**src/rtl/digit_entry_buffer.sv**
```systemverilog
// Keypad digit-entry buffer: shift-in digits, backspace, clear, preload,
// idle auto-clear and a validated commit handshake for the alarm/time registers.
//
// state | meaning
// EMPTY | no digits entered (count == 0)
// ENTRY | partial entry (0 < count < DIGITS)
// FULL  | all slots entered (count == DIGITS)
module digit_entry_buffer #(
  parameter int DIGITS     = 4,
  parameter int DW         = 4,
  parameter int MAX_KEY    = 9,
  parameter int TIME_CHECK = 1,
  parameter int TIMEOUT    = 0
) (
  input  logic                             clock,
  input  logic                             reset,
  input  logic                             shift,
  input  logic [DW-1:0]                    key,
  input  logic                             back,
  input  logic                             clear,
  input  logic                             load,
  input  logic [DIGITS*DW-1:0]             load_value,
  input  logic                             commit,
  output logic [DIGITS*DW-1:0]             buffer,
  output logic [$clog2(DIGITS+1)-1:0]      count,
  output logic                             entry_active,
  output logic                             key_err,
  output logic                             commit_ok,
  output logic                             commit_err,
  output logic                             timeout
);

  localparam int CW      = $clog2(DIGITS + 1);
  localparam int TW      = (TIMEOUT > 0) ? $clog2(TIMEOUT + 1) : 1;
  localparam int BW      = DIGITS * DW;
  localparam int KEY_CAP = (MAX_KEY > (1 << DW) - 1) ? (1 << DW) - 1 : MAX_KEY;

  localparam logic [CW-1:0] FULL_CNT  = CW'(DIGITS);
  localparam logic [DW-1:0] KEY_LIMIT = DW'(KEY_CAP);
  localparam logic [TW-1:0] TO_LAST   = TW'((TIMEOUT > 0) ? TIMEOUT - 1 : 0);

  typedef enum logic [1:0] {EMPTY, ENTRY, FULL} state_t;

  state_t        state, nxt_state;
  logic [BW-1:0] shifted, backed, nxt_buf;
  logic [CW-1:0] nxt_cnt;
  logic [TW-1:0] idle, nxt_idle;
  logic          nxt_key_err, nxt_commit_ok, nxt_commit_err, nxt_timeout;
  logic          time_ok, key_ok, any_op;

  assign any_op = clear | load | commit | back | shift;
  assign key_ok = (key <= KEY_LIMIT);

  always_comb begin
    shifted          = buffer << DW;
    shifted[DW-1:0]  = key;
    backed           = buffer >> DW;
  end

  // HH:MM check reads the slots as decimal digits; sized so 11*(2^DW-1) fits.
  if (TIME_CHECK != 0 && DIGITS == 4) begin : g_time
    localparam int HW = DW + 4;
    logic [HW-1:0] hours, minutes;
    assign hours   = HW'(buffer[3*DW +: DW]) * HW'(10) + HW'(buffer[2*DW +: DW]);
    assign minutes = HW'(buffer[1*DW +: DW]) * HW'(10) + HW'(buffer[0 +: DW]);
    assign time_ok = (hours <= HW'(23)) && (minutes <= HW'(59));
  end else begin : g_no_time
    assign time_ok = 1'b1;
  end

  always_comb begin
    nxt_buf        = buffer;
    nxt_cnt        = count;
    nxt_state      = state;
    nxt_idle       = idle;
    nxt_key_err    = 1'b0;
    nxt_commit_ok  = 1'b0;
    nxt_commit_err = 1'b0;
    nxt_timeout    = 1'b0;

    if (clear) begin
      nxt_buf   = '0;
      nxt_cnt   = '0;
      nxt_state = EMPTY;
    end else if (load) begin
      nxt_buf   = load_value;
      nxt_cnt   = FULL_CNT;
      nxt_state = FULL;
    end else if (commit) begin
      if (count == FULL_CNT && time_ok) begin
        nxt_commit_ok = 1'b1;
        nxt_cnt       = '0;
        nxt_state     = EMPTY;
      end else begin
        nxt_commit_err = 1'b1;
      end
    end else if (back) begin
      if (count != '0) begin
        nxt_buf   = backed;
        nxt_cnt   = count - CW'(1);
        nxt_state = (count == CW'(1)) ? EMPTY : ENTRY;
      end
    end else if (shift) begin
      if (key_ok) begin
        nxt_buf = shifted;
        if (count != FULL_CNT) nxt_cnt = count + CW'(1);
        nxt_state = (nxt_cnt == FULL_CNT) ? FULL : ENTRY;
      end else begin
        nxt_key_err = 1'b1;
      end
    end

    // An operation in the expiry cycle wins, so the timeout only fires when idle.
    if (any_op || state == EMPTY || TIMEOUT == 0) begin
      nxt_idle = '0;
    end else if (idle == TO_LAST) begin
      nxt_buf     = '0;
      nxt_cnt     = '0;
      nxt_state   = EMPTY;
      nxt_timeout = 1'b1;
      nxt_idle    = '0;
    end else begin
      nxt_idle = idle + TW'(1);
    end
  end

  always_ff @(posedge clock or posedge reset) begin
    if (reset) begin
      state        <= EMPTY;
      buffer       <= '0;
      count        <= '0;
      idle         <= '0;
      entry_active <= 1'b0;
      key_err      <= 1'b0;
      commit_ok    <= 1'b0;
      commit_err   <= 1'b0;
      timeout      <= 1'b0;
    end else begin
      state        <= nxt_state;
      buffer       <= nxt_buf;
      count        <= nxt_cnt;
      idle         <= nxt_idle;
      entry_active <= (nxt_state != EMPTY);
      key_err      <= nxt_key_err;
      commit_ok    <= nxt_commit_ok;
      commit_err   <= nxt_commit_err;
      timeout      <= nxt_timeout;
    end
  end

endmodule

```
**config.mk**
```make
export PLATFORM = sky130hd
export DESIGN_NAME = digit_entry_buffer
export DESIGN_NICKNAME = d
export VERILOG_FILES = /design/src/rtl/digit_entry_buffer.sv
export SDC_FILE = /design/constraint.sdc
export NUM_CORES = 1
export LEC_CHECK = 0
export ABC_AREA = 1
export ABC_CLOCK_PERIOD_IN_PS = 3350
export BUFFER_PORTS_ARGS = -buffer_cell sky130_fd_sc_hd__buf_4
export CORE_MARGIN = 2
export CORE_UTILIZATION = 27
export DETAILED_ROUTE_END_ITERATION = 10
export PLACE_DENSITY = 0.44
export SYNTH_ARGS = -nofsm -noshare
export SYNTH_HDL_FRONTEND = slang
export SYNTH_SLANG_ARGS = --single-unit
```
**constraint.sdc**
```tcl
create_clock -name clock -period 3.35 [get_ports clock]
set_input_delay 0.5025 -clock clock [delete_from_list [all_inputs] [get_ports clock]]
set_output_delay 0.5025 -clock clock [all_outputs]
set_load 0.03 [all_outputs]
```
# --- Yosys cells after proc, flatten, opt, wreduce, memory -nomap -nowiden ---
# Cells that the tools add are included.
totals:
  word_cells: 80
  reg_bits: 25
  in_bits: 27
op_classes:
  addsub: 4
  multipliers: 2
  eq_ne: 8
  magnitude_cmp: 3
  mux: 46
  n_reduce_logical: 10
op_table:
  columns: ["operator", "n"]
  rows:
  - ["2-to-1 mux 16 bit", 7]
  - ["2-to-1 mux 3 bit", 15]
  - ["2-to-1 mux 2 bit", 9]
  - ["adder 8 x 4 -> 8 bit", 2]
  - ["2-to-1 mux 1 bit", 15]
  - ["multiplier 4 x 3 -> 7 bit, second input constant", 2]
  - ["nonzero test 5 bit", 2]
  - ["<= comparator 8 x 5 -> 1 bit, second input constant", 1]
  - ["<= comparator 8 x 6 -> 1 bit, second input constant", 1]
  - ["AND reduction 4 bit", 2]
  - ["nonzero test 4 bit", 2]
  - ["== test 3 bit, second input constant", 2]
  - ["!= test 3 bit, second input constant", 2]
  - ["!= test 5 x 1 -> 1 bit, second input constant", 1]
  - ["<= comparator 4 bit, second input constant", 1]
  - ["!= test 4 x 1 -> 1 bit, second input constant", 1]
  - ["!= test 4 x 3 -> 1 bit, second input constant", 1]
  - ["adder 3 x 1 -> 3 bit, second input constant", 1]
  - ["== test 3 x 1 -> 1 bit, second input constant", 1]
  - ["nonzero test 3 bit", 1]
  - ["subtractor 3 x 1 -> 3 bit, second input constant", 1]
  - ["logical AND 1 bit", 2]
  - ["nonzero test 2 bit", 1]

# --- Logic depth before layout (Yosys ltp) ---
# Gate-level depths: netlist (run 1).
logic_depth:
  ltp_word: 17
  depth_mapped: 16
  ltp_nobuf: 16

# --- Least setup slack after synthesis (run 1) ---
# Ideal clock, no wire load.
synth_path:
  path_type: "reg2reg"
  from: "register buffer[7]"
  to: "register count[2]"
  setup_time_ns: 0.119
  path_stages_with_launch: 15
  slack_ns: 0.828
  arrival_time_ns: 2.403
  required_ns: 3.231
  cell_sequence: "dfrtp_1 -> ha_1 -> ha_1 -> fa_1 -> nand2_1 -> inv_1 -> nand4_1 -> nand3_1 -> nand2_1 -> nor2_2 -> nand2_2 -> nand2_2 -> nand2_2 -> nand2_1 -> nand2_1"
synth_between:
  elab_chain_len: 7
synth_rtl:
  columns: ["element", "line_no", "text"]
  rows:
  - ["start: declaration", "24", "output logic [DIGITS*DW-1:0] buffer,"]
  - ["start signal: assignment", "140", "buffer <= nxt_buf;"]
  - ["multiplier 4 x 3 -> 7 bit", "65", "assign minutes = HW'(buffer[1*DW +: DW]) * HW'(10) + HW'(buffer[0 +: DW]);"]
  - ["adder 8 x 4 -> 8 bit", "65", null]
  - ["<= comparator 8 x 6 -> 1 bit", "66", "assign time_ok = (hours <= HW'(23)) && (minutes <= HW'(59));"]
  - ["logical AND 1 bit", "66", null]
  - ["logical AND 1 bit", "90", "if (count == FULL_CNT && time_ok) begin"]
  - ["!= test 4 x 3 -> 1 bit (no line)", null, null]
  - ["AND reduction 4 bit (no line)", null, null]
  - ["end signal: assignment", "141", "count <= nxt_cnt;"]
  - ["end: declaration", "25", "output logic [$clog2(DIGITS+1)-1:0] count,"]
# No other way between the ends.
# A chain may end at the register's enable or synchronous reset.

# --- Worst setup path after layout (run 1) ---
layout_path:
  from: "register buffer[5]"
  to: "register count[0]"
# Same word-level chain as after synthesis.

==> Implementation_results.wiki, run 1 <==
{| class="wikitable"
! Metric !! Value
|-
| Combinational family with the most area after synthesis || simple AND/OR/NAND/NOR gates
|-
| Proportion of power drawn by flip-flops and latches || a little under two fifths
|-
| Post-route clock period utilization || 77.2%
|-
| Total clock sinks || 25
|-
| Critical Path Fanout Max || 6
|-
| Number of antenna violations at the first check in global routing || 0
|-
| Die footprint || around 0.0090 mm2
|-
| Final Worst Setup Slack || around 760 ps
|-
| Internal power summed over all cells || between 500 and 600 uW
|-
| Number of top-level design ports || 51
|-
| First-pass detailed-route iteration total || 4
|-
| Crit path capture type || flop
|-
| Port Buf Inserts || between 40 and 50
|-
| Power density relative to cell area || about 360 mW/mm2
|-
| Number of buffers between clock root and the deepest sink || 2
|-
| First-pass GRT wire length || slightly above 10000 um
|-
| Insertion delay of the later-clocked pin in the worst-skew pair || 270 ps
|-
| Post-synthesis compound-gate area fraction || 14.6%
|-
| R2r endpoint || count[0]
|-
| Clock buffer count from CTS || 3
|-
| Antenna fix cells || 0
|-
| Hold-fix buffers, CTS || 0
|-
| Pwr Total || 987 uW
|-
| Worst clock skew || roughly 3.8 ps
|-
| Worst reg2reg setup slack || about 760 ps
|-
| Via count of the first global-routing pass || between 2000 and 2500
|-
| Via count || around 2200
|-
| Overall global routing resource usage || 14.8%
|-
| Post-synthesis share of cell area spent on and, or, nand and nor gates || 30.5%
|-
| Portion of total power attributed to combinational logic || roughly 43%
|-
| Portion of the post-synthesis area used by sequential elements || 27.9%
|-
| Number of standard cells in the layout, taps in and fillers out || 469
|-
| Setup repair after global routing missed its margin || no
|-
| Initial core utilization || between 20% and 30%
|-
| Net count of the mapped netlist || 371
|-
| Startpoint class of the critical path || flop
|-
| Crit path capture || count[0]
|-
| CP Class || reg -> reg
|-
| Minimum setup slack after placement || 754 ps
|-
| Total net switching power || 414 uW
|-
| Required @ worst endpoint || around 3500 ps
|-
| Area inside the core boundary || between 0.008 and 0.009 mm2
|-
| Gate count of the mapped netlist || 322
|-
| Flip-flop and latch count after synthesis || 25
|-
| CTS tree || yes
|-
| Status || finished clean
|-
| Area Growth Syn to Fin || 21.6%
|-
| Number of buffers inserted to repair setup after CTS || 0
|-
| Violation count after the first detailed-routing iteration || around 110
|-
| Area share of xor/xnor cells in the synthesized design || 1.96%
|-
| F_max || 387 MHz
|-
| Global route overflow || 0
|-
| Post-detailed-routing wire length || just over 6000 um
|-
| DP Wirelength || a little under 5000 um
|-
| Cell row count || 33
|-
| Critical path data arrival time || ~2800 ps
|-
| Post-detailed-route count of antenna-violating nets || 0
|-
| Arithmetic-cell share of the synthesized area counting full adders, half adders and majority gates || a little over an eighth
|-
| Number of nets in the finished design || roughly 410
|-
| Netlist area before placement || 0.00224 mm2
|-
| Maximum number of pins on one net before global-route repair || 34
|-
| Final sum of negative setup slack || 0 ps
|-
| Relative slew slack || 30.9%
|-
| # setup viols final || 0
|-
| Final hold violation count || 0
|-
| Placed Cells incl. Taps || 465
|-
| Post-place instance area || between 0.002 and 0.003 mm2
|-
| Slew at the pin with the worst max-slew slack || 1040 ps
|-
| Drt via density || between 4 and 5
|-
| Number of cells on the worst reg-to-reg path || 14
|-
| Remaining design rule violation count || 0
|-
| Average wire length per cell after detail routing || 13.3 um
|-
| Unique cell type count in the Yosys netlist || 36
|-
| Hold WS || 472 ps
|-
| Crit path from || buffer[5]
|-
| Final Slew Violations || 0
|-
| X dimension of the die || 95.1 um
|-
| Root Buffer || sky130_fd_sc_hd__clkbuf_8
|-
| Peak VDD IR || ~0.14 mV
|-
| Utilization after layout || about a third
|-
| Post-CTS Resized || 0
|-
| Total number of yosys warnings || 0
|-
| Clk network pwr share || between 15 and 20%
|-
| Launch instance of the worst register-to-register path || buffer[5]
|-
| Final instance area || approximately 0.0027 mm2
|-
| Clock input transition at the sequential cells of the worst setup and hold paths || 100 ps
|-
| Y dimension of the die || ~95 um
|-
| Gpl congestion || between 0.8 and 0.9
|-
| Leak || between 1 and 1.5 nW
|-
| Max-cap check violation count || 0
|-
| Fraction of final layout cells sized beyond drive strength 1 || about 18%
|-
| Worst Hold Class || in -> async
|-
| H-tree level count || 1
|-
| Clock period minus worst slack || 2590 ps
|-
| Sw Ratio || between 40% and 50%
|-
| Post-synthesis mux area share || 0%
|-
| Mean instance size in the synthesized netlist || between 6 and 7 um2
|}
registers in the layout (all words and copies together), names as in the netlist:
register      count
buffer           16
count             3
state             2
commit_err        1
commit_ok         1
entry_active      1
key_err           1
synth_stat cells:
library cell | n | area share [%]
sky130_fd_sc_hd__o21ai_1 | 4 | 0.89
sky130_fd_sc_hd__o211ai_1 | 2 | 0.67
sky130_fd_sc_hd__clkbuf_1 | 5 | 0.84
sky130_fd_sc_hd__a221oi_4 | 1 | 1.2
sky130_fd_sc_hd__o21ai_0 | 34 | 7.6
sky130_fd_sc_hd__buf_1 | 1 | 0.17
sky130_fd_sc_hd__clkinv_1 | 1 | 0.17
sky130_fd_sc_hd__fa_1 | 4 | 3.6
sky130_fd_sc_hd__inv_2 | 1 | 0.17
sky130_fd_sc_hd__nand3b_1 | 4 | 1.3
sky130_fd_sc_hd__ha_1 | 18 | 10
sky130_fd_sc_hd__dfrtp_1 | 25 | 28
sky130_fd_sc_hd__a21oi_2 | 2 | 0.78
sky130_fd_sc_hd__conb_1 | 1 | 0.17
sky130_fd_sc_hd__and2_1 | 1 | 0.28
sky130_fd_sc_hd__xnor2_1 | 3 | 1.2
sky130_fd_sc_hd__buf_4 | 4 | 1.3
sky130_fd_sc_hd__inv_1 | 44 | 7.4
sky130_fd_sc_hd__a31oi_1 | 4 | 1.1
sky130_fd_sc_hd__nor2_8 | 1 | 0.89
sky130_fd_sc_hd__nand2_2 | 3 | 0.84
sky130_fd_sc_hd__o21bai_1 | 1 | 0.34
sky130_fd_sc_hd__nand3_1 | 30 | 6.7
sky130_fd_sc_hd__xor2_1 | 2 | 0.78
sky130_fd_sc_hd__a21oi_1 | 8 | 1.8
sky130_fd_sc_hd__nor3_1 | 1 | 0.22
sky130_fd_sc_hd__o22ai_1 | 1 | 0.28
sky130_fd_sc_hd__nand4_1 | 3 | 0.84
sky130_fd_sc_hd__inv_6 | 1 | 0.39
sky130_fd_sc_hd__buf_6 | 1 | 0.50
sky130_fd_sc_hd__nor4_1 | 1 | 0.28
sky130_fd_sc_hd__nor2_1 | 23 | 3.9
sky130_fd_sc_hd__nor2_4 | 2 | 1.0
sky130_fd_sc_hd__nor2_2 | 1 | 0.28
sky130_fd_sc_hd__buf_2 | 1 | 0.22
sky130_fd_sc_hd__nand2_1 | 83 | 14
area by class of cell:
cell class              instances  area, um2
clock inverters                 1       5.00
fillers                       885       5410
inverters                      47        181
flip-flops and latches         25        626
well taps                     105        131
repair buffers                 50        375
multi-input cells             238       1360
clock buffers                   3       41.3
how the worst min path moves through the flow:
stage / from / endpoint / slack, ps
3_5_place_dp: count[1] / count[1] / 550
4_1_cts: shift / key_err / 500
2_1_floorplan: state[0] / state[0] / 500
6_report: reset / buffer[9] / 470
3_3_place_gp: count[1] / count[1] / 530
5_1_grt: shift / key_err / 500
worst max-delay path: stages (launching register included):
cell and delay (ps):
sky130_fd_sc_hd__dfrtp_1 470, sky130_fd_sc_hd__ha_1 320, sky130_fd_sc_hd__ha_1 220, sky130_fd_sc_hd__fa_1 590, sky130_fd_sc_hd__nand2_1 70, sky130_fd_sc_hd__inv_1 70, sky130_fd_sc_hd__nand4_1 70, sky130_fd_sc_hd__nand3_1 80
sky130_fd_sc_hd__nand2_1 60, sky130_fd_sc_hd__nor2_2 110, sky130_fd_sc_hd__nand2_2 100, sky130_fd_sc_hd__nand2_2 120, sky130_fd_sc_hd__nand2_2 80, sky130_fd_sc_hd__nand2_1 70, sky130_fd_sc_hd__nand2_1 50
metal layers:
metal	part of all wire, %	GRT usage [%]
met5	0	0
met3	2.8	1.66
met1	43	17.5
met2	53	28.2
met4	1.0	3.62
layout by cell type, fill, tap and decap left out:
master | Yosys | final
sky130_fd_sc_hd__and2_1 | 1 | 1
sky130_fd_sc_hd__nor3_1 | 1 | 1
sky130_fd_sc_hd__clkbuf_8 | 0 | 3
sky130_fd_sc_hd__clkinv_1 | 1 | 1
sky130_fd_sc_hd__nand4_1 | 3 | 3
sky130_fd_sc_hd__nand3b_1 | 4 | 4
sky130_fd_sc_hd__nand2_2 | 3 | 3
sky130_fd_sc_hd__fa_1 | 4 | 4
sky130_fd_sc_hd__nor4_1 | 1 | 1
sky130_fd_sc_hd__o22ai_1 | 1 | 1
sky130_fd_sc_hd__nor2_8 | 1 | 1
sky130_fd_sc_hd__conb_1 | 1 | 1
sky130_fd_sc_hd__nor2_4 | 2 | 2
sky130_fd_sc_hd__o21ai_0 | 34 | 34
sky130_fd_sc_hd__clkinv_2 | 0 | 1
sky130_fd_sc_hd__inv_1 | 44 | 44
sky130_fd_sc_hd__o21bai_1 | 1 | 1
sky130_fd_sc_hd__nand3_1 | 30 | 30
sky130_fd_sc_hd__dfrtp_1 | 25 | 25
sky130_fd_sc_hd__nor2_1 | 23 | 23
sky130_fd_sc_hd__o21ai_1 | 4 | 4
sky130_fd_sc_hd__ha_1 | 18 | 18
sky130_fd_sc_hd__a21oi_2 | 2 | 2
sky130_fd_sc_hd__a31oi_1 | 4 | 4
sky130_fd_sc_hd__a21oi_1 | 8 | 8
sky130_fd_sc_hd__inv_6 | 1 | 1
sky130_fd_sc_hd__nor2_2 | 1 | 1
sky130_fd_sc_hd__a221oi_4 | 1 | 1
sky130_fd_sc_hd__inv_2 | 1 | 1
sky130_fd_sc_hd__xnor2_1 | 3 | 3
sky130_fd_sc_hd__o211ai_1 | 2 | 2
sky130_fd_sc_hd__nand2_1 | 83 | 83
sky130_fd_sc_hd__buf_4 | 4 | 50
sky130_fd_sc_hd__xor2_1 | 2 | 2
cell families (layout without fill, tap and decap cells):
logic type / count (synthesis) / count (layout)
adder cells (fa/ha/maj): 22 / 22
other: 1 / 1
buffers and inverters: 59 / 101
AND/OR/NAND/NOR: 153 / 153
flip-flops: 25 / 25
AO/OA/AOI/OAI: 57 / 57
XOR/XNOR: 5 / 5
power groups by stage:
stage	Sequential [mW]	Combinational (mW)	Clock, mW
3_3_place_gp	0.383	0.427	0
2_1_floorplan	0.426	0.243	0
6_report	0.375	0.421	0.191
4_1_cts	0.377	0.426	0.198
5_1_grt	0.382	0.476	0.209
3_5_place_dp	0.383	0.424	0
Power figures use the tool's default switching activity.
==> inputs of run 2 (changes only) <==
--- a/config.mk
+++ b/config.mk
@@ -5,8 +5,8 @@
 export SDC_FILE = /design/constraint.sdc
 export NUM_CORES = 1
 export LEC_CHECK = 0
-export ABC_AREA = 1
-export ABC_CLOCK_PERIOD_IN_PS = 3350
+export ABC_AREA = 0
+export ABC_CLOCK_PERIOD_IN_PS = 2650
 export BUFFER_PORTS_ARGS = -buffer_cell sky130_fd_sc_hd__buf_4
 export CORE_MARGIN = 2
 export CORE_UTILIZATION = 27
==> constraint.sdc (replaced) <==
create_clock -name clock -period 2.65 [get_ports clock]
set_input_delay 0.3975 -clock clock [delete_from_list [all_inputs] [get_ports clock]]
set_output_delay 0.3975 -clock clock [all_outputs]
set_load 0.03 [all_outputs]
==> Implementation_results.wiki, run 2 <==
{| class="wikitable"
! Metric !! Value
|-
| Status || complete, but fails checks
|-
| Violations in the final reports || setup timing
|-
| First-pass GRT wire length || 10500 um (+1.4%)
|-
| Clock input transition at the sequential cells of the worst setup and hold paths || 110 ps (about the same)
|-
| Flip-flop and latch count after synthesis || 25 (unchanged)
|-
| Cell accounting for the most synthesized area || sky130_fd_sc_hd__dfrtp_1
|-
| # setup viols final || 4 (+4)
|-
| Gpl congestion || 0.792 (-1.4%)
|-
| Max-cap check violation count || 0 (unchanged)
|-
| Setup repair after global routing missed its margin || yes
|-
| Number of cells on the worst reg-to-reg path || 9 (-5)
|-
| Final hold violation count || 0 (unchanged)
|-
| Clock period minus worst slack || 2770 ps (+184 ps)
|-
| Area Growth Syn to Fin || 38.5%
|-
| Die footprint || 0.00875 mm2 (-3.1%)
|-
| DP Wirelength || 5080 um (+4.0%)
|-
| Crit path capture type || flop
|-
| Port Buf Inserts || 49 (unchanged)
|-
| Y dimension of the die || 93.6 um (-1.6%)
|-
| Total number of yosys warnings || 0 (unchanged)
|-
| Worst reg2reg setup slack || -120 ps (-880 ps)
|-
| Remaining design rule violation count || 0 (unchanged)
|-
| Utilization after layout || 38.6% (+5.2 points)
|-
| Gate count of the mapped netlist || 241 (-25%)
|-
| Cell row count || 32 (-3.0%)
|-
| Critical path data arrival time || 2940 ps (+180 ps)
|-
| Overall global routing resource usage || 15.5% (+0.72 points)
|-
| Via count || 2049 (-5.3%)
|-
| Internal power summed over all cells || 772 uW (+35%)
|-
| Post-detailed-route count of antenna-violating nets || 0 (unchanged)
|-
| Final sum of negative setup slack || -256 ps (-256 ps)
|-
| Violation count after the first detailed-routing iteration || 119 (+10%)
|-
| F_max || 361 MHz (-6.6%)
|-
| Max reg flops || 16 (unchanged)
|-
| Drt via density || 4.94 (+7.1%)
|-
| Commonest register cell after synthesis || sky130_fd_sc_hd__dfrtp_1
|-
| Netlist area before placement || 0.00217 mm2 (-3.2%)
|-
| Filler cell count || 817 (-7.7%)
|-
| Insertion delay of the later-clocked pin in the worst-skew pair || 280 ps (about the same)
|-
| X dimension of the die || 93.6 um (-1.6%)
|-
| Fraction of final layout cells sized beyond drive strength 1 || 35.8% (+18 points)
|-
| Peak VDD IR || 0.215 mV (+54%)
|-
| Area inside the core boundary || 0.00777 mm2 (-4.5%)
|-
| Clock buffer count from CTS || 3 (unchanged)
|-
| Global route overflow || 0 (unchanged)
|-
| Post-route clock period utilization || 105% (+27 points)
|-
| Leak || 1.42 nW (-0.95%)
|-
| Antenna fix cells || 0 (unchanged)
|-
| Clk network pwr share || 20.1% (+0.8 points)
|-
| Most flop-heavy register || buffer
|-
| Pwr Total || 1.25 mW (+26%)
|-
| Total clock sinks || 25 (unchanged)
|-
| Most common cell after layout, fill and taps aside || sky130_fd_sc_hd__buf_4
|-
| Total net switching power || 476 uW (+15%)
|-
| Initial core utilization || 27.9% (+0.36 points)
|-
| Number of synthesized flops with an enable pin || 0 (unchanged)
|-
| Portion of the post-synthesis area used by sequential elements || 28.9% (+0.94 points)
|-
| Required @ worst endpoint || 2820 ps (-700 ps)
|-
| H-tree level count || 1 (unchanged)
|-
| Hold-fix buffers, CTS || 0 (unchanged)
|-
| Post-detailed-routing wire length || 6590 um (+5.7%)
|-
| Cell types with the highest counts after synthesis || 33 x sky130_fd_sc_hd__nor2_1, 27 x sky130_fd_sc_hd__a21oi_1, 25 x sky130_fd_sc_hd__dfrtp_1
|-
| Minimum setup slack after placement || -193 ps (-947 ps)
|-
| Number of top-level design ports || 51 (unchanged)
|-
| Biggest regs || buffer: 16 flops, count: 3 flops, state: 2 flops
|-
| Worst Hold Class || in -> async
|-
| Sw Ratio || 38.2% (-3.8 points)
|-
| Portion of total power attributed to combinational logic || 44.0% (+1.3 points)
|-
| Unique cell type count in the Yosys netlist || 49 (+36%)
|-
| Launch instance of the worst register-to-register path || buffer[7]
|-
| Share of the synthesized area in the top cell type || 28.9% (+0.94 points)
|-
| Maximum number of pins on one net before global-route repair || 30 (-12%)
|-
| Final Worst Setup Slack || -120 ps (-884 ps)
|-
| Most used cells in the layout excluding fill and tap cells || 79 x sky130_fd_sc_hd__buf_4, 33 x sky130_fd_sc_hd__nor2_1, 27 x sky130_fd_sc_hd__a21oi_1
|-
| Main area contributors after synthesis || sky130_fd_sc_hd__dfrtp_1 29%, sky130_fd_sc_hd__ha_1 10%, sky130_fd_sc_hd__mux2i_1 6.5%, sky130_fd_sc_hd__a21oi_1 6.2%, sky130_fd_sc_hd__mux2_1 6.2%
|-
| CP Class || reg -> reg
|-
| Number of antenna violations at the first check in global routing || 0 (unchanged)
|-
| Mean instance size in the synthesized netlist || 8.99 um2 (+29%)
|-
| Root Buffer || sky130_fd_sc_hd__clkbuf_8
|-
| Dominant cell by count in the synthesized netlist || sky130_fd_sc_hd__nor2_1
|-
| R2r endpoint || count[2]
|-
| Final Slew Violations || 0 (unchanged)
|-
| Average wire length per cell after detail routing || 15.9 um (+20%)
|-
| First-pass detailed-route iteration total || 4 (unchanged)
|-
| Synth async-reset ratio || 100% (unchanged)
|-
| CTS tree || yes
|-
| Power density relative to cell area || 416 mW/mm2 (+15%)
|-
| Number of nets in the finished design || 363 (-12%)
|-
| Proportion of power drawn by flip-flops and latches || 35.8% (-2.2 points)
|-
| Via count of the first global-routing pass || 1978 (-8.0%)
|-
| Number of buffers between clock root and the deepest sink || 2 (unchanged)
|-
| Worst clock skew || 12.0 ps (+8.17 ps)
|-
| Hold WS || 169 ps (-303 ps)
|-
| Critical Path Fanout Max || 4 (-2)
|-
| Net count of the mapped netlist || 290 (-22%)
|-
| Startpoint class of the critical path || flop
|}
## run 2: cell count changes in the layout (fill, tap and decap cells not counted), sizes merged, moves of 14 or more
| cell | delta |
|---|---|
| nand3 | -25 |
| buf | +29 |
| o21ai | -25 |
| inv | -40 |
| a21oi | +17 |
| nand2 | -76 |
| mux2 | +14 |
| mux2i | +14 |
## run 2: per-layer routing
| layer | part of all wire (%) | up-vias | global-route usage [%] | routed length [um] |
|---|---|---|---|---|
| met3 | 2.2 | 2 | 1.21 | 148 |
| met5 | 0 | - | 0 | 0 |
| met2 | 45 | 41 | 23.7 | 2940 |
| li1 | - | 1024 | - | - |
| met4 | 0.62 | 0 | 2.90 | 41 |
| met1 | 52 | 982 | 23.9 | 3450 |
## run 2: area by class of cell
cell class	instances	area, um2	share of cell area, %
Clock inverter	1	7.51	0.250
Clock buffer	3	41.3	1.38
Tap cell	102	128	4.25
Multi-Input combinational cell	199	1570	52.5
Timing Repair Buffer	79	593	19.8
Inverter	6	22.5	0.751
Sequential cell	25	634	21.1
## run 2: worst max-delay path, cell delays in order (launching register included)
cell                        delay (ps)
sky130_fd_sc_hd__dfrtp_2           440
sky130_fd_sc_hd__ha_4              250
sky130_fd_sc_hd__ha_4              160
sky130_fd_sc_hd__fa_1              440
sky130_fd_sc_hd__buf_4             160
sky130_fd_sc_hd__o2111ai_1         100
sky130_fd_sc_hd__mux2i_2           350
sky130_fd_sc_hd__a31oi_2           150
sky130_fd_sc_hd__a311oi_2          270
sky130_fd_sc_hd__mux2_4            320
## run 2: logic make-up after synthesis
kind of cell	share of synthesized area [%]
buffers and inverters	3.29
adders and majority gates	14.1
AOI/OAI and AO/OA	19.2
xor gates and xnor gates	1.62
other	0.173
DFF	28.9
and+or+nand+nor	18.8
muxes	13.9
## run 2: what timing repair did
| action | in CTS | in global routing |
|---|---|---|
| pin swaps | 11 | 7 |
| setup buffers | 1 | 1 |
| endpoints found under the setup margin | 7 | 8 |
| gates resized for setup | 9 | 3 |
## run 2: worst max-delay path by stage
| stage | end | cells after the start | start | slack (ps) |
|---|---|---|---|---|
| 2_1_floorplan | count[2] | 9 | buffer[7] | -210 |
| 3_3_place_gp | count[2] | 9 | buffer[13] | -150 |
| 3_5_place_dp | count[2] | 9 | buffer[13] | -190 |
| 4_1_cts | count[2] | 9 | buffer[15] | -210 |
| 5_1_grt | count[2] | 9 | buffer[15] | -250 |
| 6_report | count[2] | 9 | buffer[7] | -120 |
## run 2: metrics by stage
stage               cells  cell area, um2
floorplan             241            2220
detailed placement    409            2880
global placement      409            2880
global route          415            3000
CTS                   414            2990
finish                415            3000
## run 2: power groups by stage
| stage | Sequential, mW | Combinational [mW] | Clock [mW] |
|---|---|---|---|
| after CTS | 0.448 | 0.553 | 0.262 |
| after detailed placement | 0.455 | 0.529 | 0 |
| final | 0.447 | 0.550 | 0.251 |
| after global routing | 0.453 | 0.603 | 0.278 |
| after global placement | 0.454 | 0.531 | 0 |
| after floorplan | 0.513 | 0.265 | 0 |
==> inputs of run 3 (changes only) <==
--- a/config.mk
+++ b/config.mk
@@ -8,6 +8,7 @@
 export ABC_AREA = 0
 export ABC_CLOCK_PERIOD_IN_PS = 2650
 export BUFFER_PORTS_ARGS = -buffer_cell sky130_fd_sc_hd__buf_4
+export CORE_ASPECT_RATIO = 0.9
 export CORE_MARGIN = 2
 export CORE_UTILIZATION = 27
 export DETAILED_ROUTE_END_ITERATION = 10
==> Implementation_results.wiki, run 3 (synthesized netlist as in run 2, its figures left out) <==
{| class="wikitable"
! Metric !! Value
|-
| Number of top-level design ports || 51 (unchanged)
|-
| Via count || 2075 (+1.3%)
|-
| Pwr Total || 1.25 mW (+0.13%)
|-
| CTS tree || yes
|-
| Critical path data arrival time || 2990 ps (+50 ps)
|-
| Highest-delay cell along the critical path || sky130_fd_sc_hd__dfrtp_2
|-
| CP Class || reg -> reg
|-
| Violation count after the first detailed-routing iteration || 50 (-58%)
|-
| Largest stage delay on the critical path || 440 ps (about the same)
|-
| Violations in the final reports || setup timing
|-
| Port Buf Inserts || 49 (unchanged)
|-
| Power density relative to cell area || 412 mW/mm2 (-1.0%)
|-
| Post-route clock period utilization || 105% (+0.36 points)
|-
| Clock input transition at the sequential cells of the worst setup and hold paths || 100 ps (about the same)
|-
| Area Growth Syn to Fin || 40.2%
|-
| Utilization after layout || 39.6% (+1.0 points)
|-
| Initial core utilization || 28.3% (+0.40 points)
|-
| Number of cells on the worst reg-to-reg path || 11 (+2)
|-
| Critical Path Fanout Max || 2 (-2)
|-
| # setup viols final || 6 (+2)
|-
| Post-detailed-route count of antenna-violating nets || 0 (unchanged)
|-
| Y dimension of the die || 89.0 um (-4.9%)
|-
| Final Worst Setup Slack || -130 ps (-9.56 ps)
|-
| Chain of cells forming the critical path || ha_4 -> ha_4 -> fa_1 -> nor4bb_2 -> and4b_1 -> o31a_1 -> buf_4 -> nor3b_4 -> buf_4 -> o32ai_2 -> o21ai_1
|-
| Number of antenna violations at the first check in global routing || 0 (unchanged)
|-
| Insertion delay of the later-clocked pin in the worst-skew pair || 270 ps (about the same)
|-
| Biggest regs || buffer: 16 flops, count: 3 flops, state: 2 flops
|-
| Number of standard cells in the layout, taps in and fillers out || 412 (-0.72%)
|-
| Gpl congestion || 0.815 (+2.9%)
|-
| Setup repair after global routing missed its margin || yes
|-
| Number of nets in the finished design || 366 (+0.83%)
|-
| Cell row count || 30 (-6.3%)
|-
| Die footprint || 0.00875 mm2 (about the same)
|-
| Fraction of final layout cells sized beyond drive strength 1 || 36.7% (+0.93 points)
|-
| Peak VDD IR || 0.209 mV (-2.7%)
|-
| Average wire length per cell after detail routing || 16.0 um (+0.80%)
|-
| Crit path capture type || flop
|-
| Slew at the pin with the worst max-slew slack || around 650 ps
|-
| Most used cells in the layout excluding fill and tap cells || 82 x sky130_fd_sc_hd__buf_4, 33 x sky130_fd_sc_hd__nor2_1, 27 x sky130_fd_sc_hd__a21oi_1
|-
| Final instance area || 0.00304 mm2 (+1.2%)
|-
| Most flop-heavy register || buffer
|-
| Global route overflow || 0 (unchanged)
|-
| Number of buffers between clock root and the deepest sink || 2 (unchanged)
|-
| Via count of the first global-routing pass || 1886 (-4.7%)
|-
| Clock period minus worst slack || 2780 ps (+9.56 ps)
|-
| Relative slew slack || between 50% and 60%
|-
| Maximum number of pins on one net before global-route repair || 30 (unchanged)
|-
| Leak || 1.46 nW (+2.7%)
|-
| Final Slew Violations || 0 (unchanged)
|-
| Drt via density || 5.04 (+2.0%)
|-
| Max-cap check violation count || 0 (unchanged)
|-
| Post-detailed-routing wire length || 6590 um (about the same)
|-
| F_max || 360 MHz (-0.34%)
|-
| Most common cell after layout, fill and taps aside || sky130_fd_sc_hd__buf_4
|-
| Worst Hold Class || in -> async
|-
| Remaining design rule violation count || 0 (unchanged)
|-
| Antenna fix cells || 0 (unchanged)
|-
| Status || complete, but fails checks
|-
| Overall global routing resource usage || 14.7% (-0.81 points)
|-
| Placed Cells incl. Taps || 406 (-0.73%)
|-
| Startpoint class of the critical path || flop
|-
| Area inside the core boundary || 0.00766 mm2 (-1.4%)
|-
| Final hold violation count || 0 (unchanged)
|-
| Hold WS || 205 ps (+36.3 ps)
|-
| X dimension of the die || 98.4 um (+5.2%)
|-
| Filler cell count || 797 (-2.4%)
|-
| Worst clock skew || 6.26 ps (-5.75 ps)
|-
| H-tree level count || 1 (unchanged)
|-
| Clock buffer count from CTS || 3 (unchanged)
|-
| First-pass GRT wire length || 10200 um (-3.0%)
|-
| Required @ worst endpoint || 2860 ps (+40 ps)
|-
| Total clock sinks || 25 (unchanged)
|-
| DP Wirelength || 5110 um (+0.63%)
|-
| Post-place instance area || 0.00289 mm2 (+0.52%)
|-
| Root Buffer || sky130_fd_sc_hd__clkbuf_8
|-
| Hold-fix buffers, CTS || 0 (unchanged)
|-
| Max reg flops || 16 (unchanged)
|-
| First-pass detailed-route iteration total || 4 (unchanged)
|}
## run 3: final timing paths
kind	startpoint	slack, ps	endpoint
max in group asynchronous	reset	1840	state[1]
worst max register to register	buffer[5]	-130	entry_active
min in group clock	shift	420	key_err
worst min-delay path	reset	210	buffer[1]
worst min register to register	buffer[0]	540	buffer[0]
worst max-delay path	buffer[5]	-130	entry_active
## run 3: repair_timing
action / CTS / global route
pin swaps: 15 / 11
endpoints found under the setup margin: 7 / 7
gates resized for setup: 6 / 9
setup buffers: 2 / 2
## run 3: per-layer routing
metal / wire [um] / track usage (%) / share of wire [%]
met3: 157 / 1.41 / 2.4
met5: 0 / 0 / 0
met1: 3490 / 22.6 / 53
met4: 49 / 2.99 / 0.74
met2: 2890 / 22.4 / 44
## run 3: critical path: cells and delay by family, from the launching register on
family                     cells  cell delay, ps
adders and majority gates      3             850
buffers and inverters          2             300
and+or+nand+nor                3             600
AOI/OAI and AO/OA              3             530
DFF                            1             440
## run 3: per-stage QoR
stage	setup TNS (ps)	setup slack, ps
2_1_floorplan	-324	-211
3_3_place_gp	-336	-149
3_5_place_dp	-580	-235
4_1_cts	-436	-247
5_1_grt	-1010	-227
6_report	-366	-130
## run 3: area by class of cell
type                       count  area, um2  area share, %
timing repair buffer          82        616           20.3
inverter                       6       22.5          0.742
sequential                    25        634           20.9
tap                           96        120           3.96
clock inverter                 1       5.00          0.165
clock buffer                   3       41.3           1.36
multi-input combinational    199       1600           52.6
## run 3: power breakdown
group | switching (mW) | internal, mW | total, mW
combinational | 0.302 | 0.260 | 0.562
sequential | 0.0348 | 0.413 | 0.448
clock | 0.134 | 0.105 | 0.240
total | 0.471 | 0.778 | 1.25
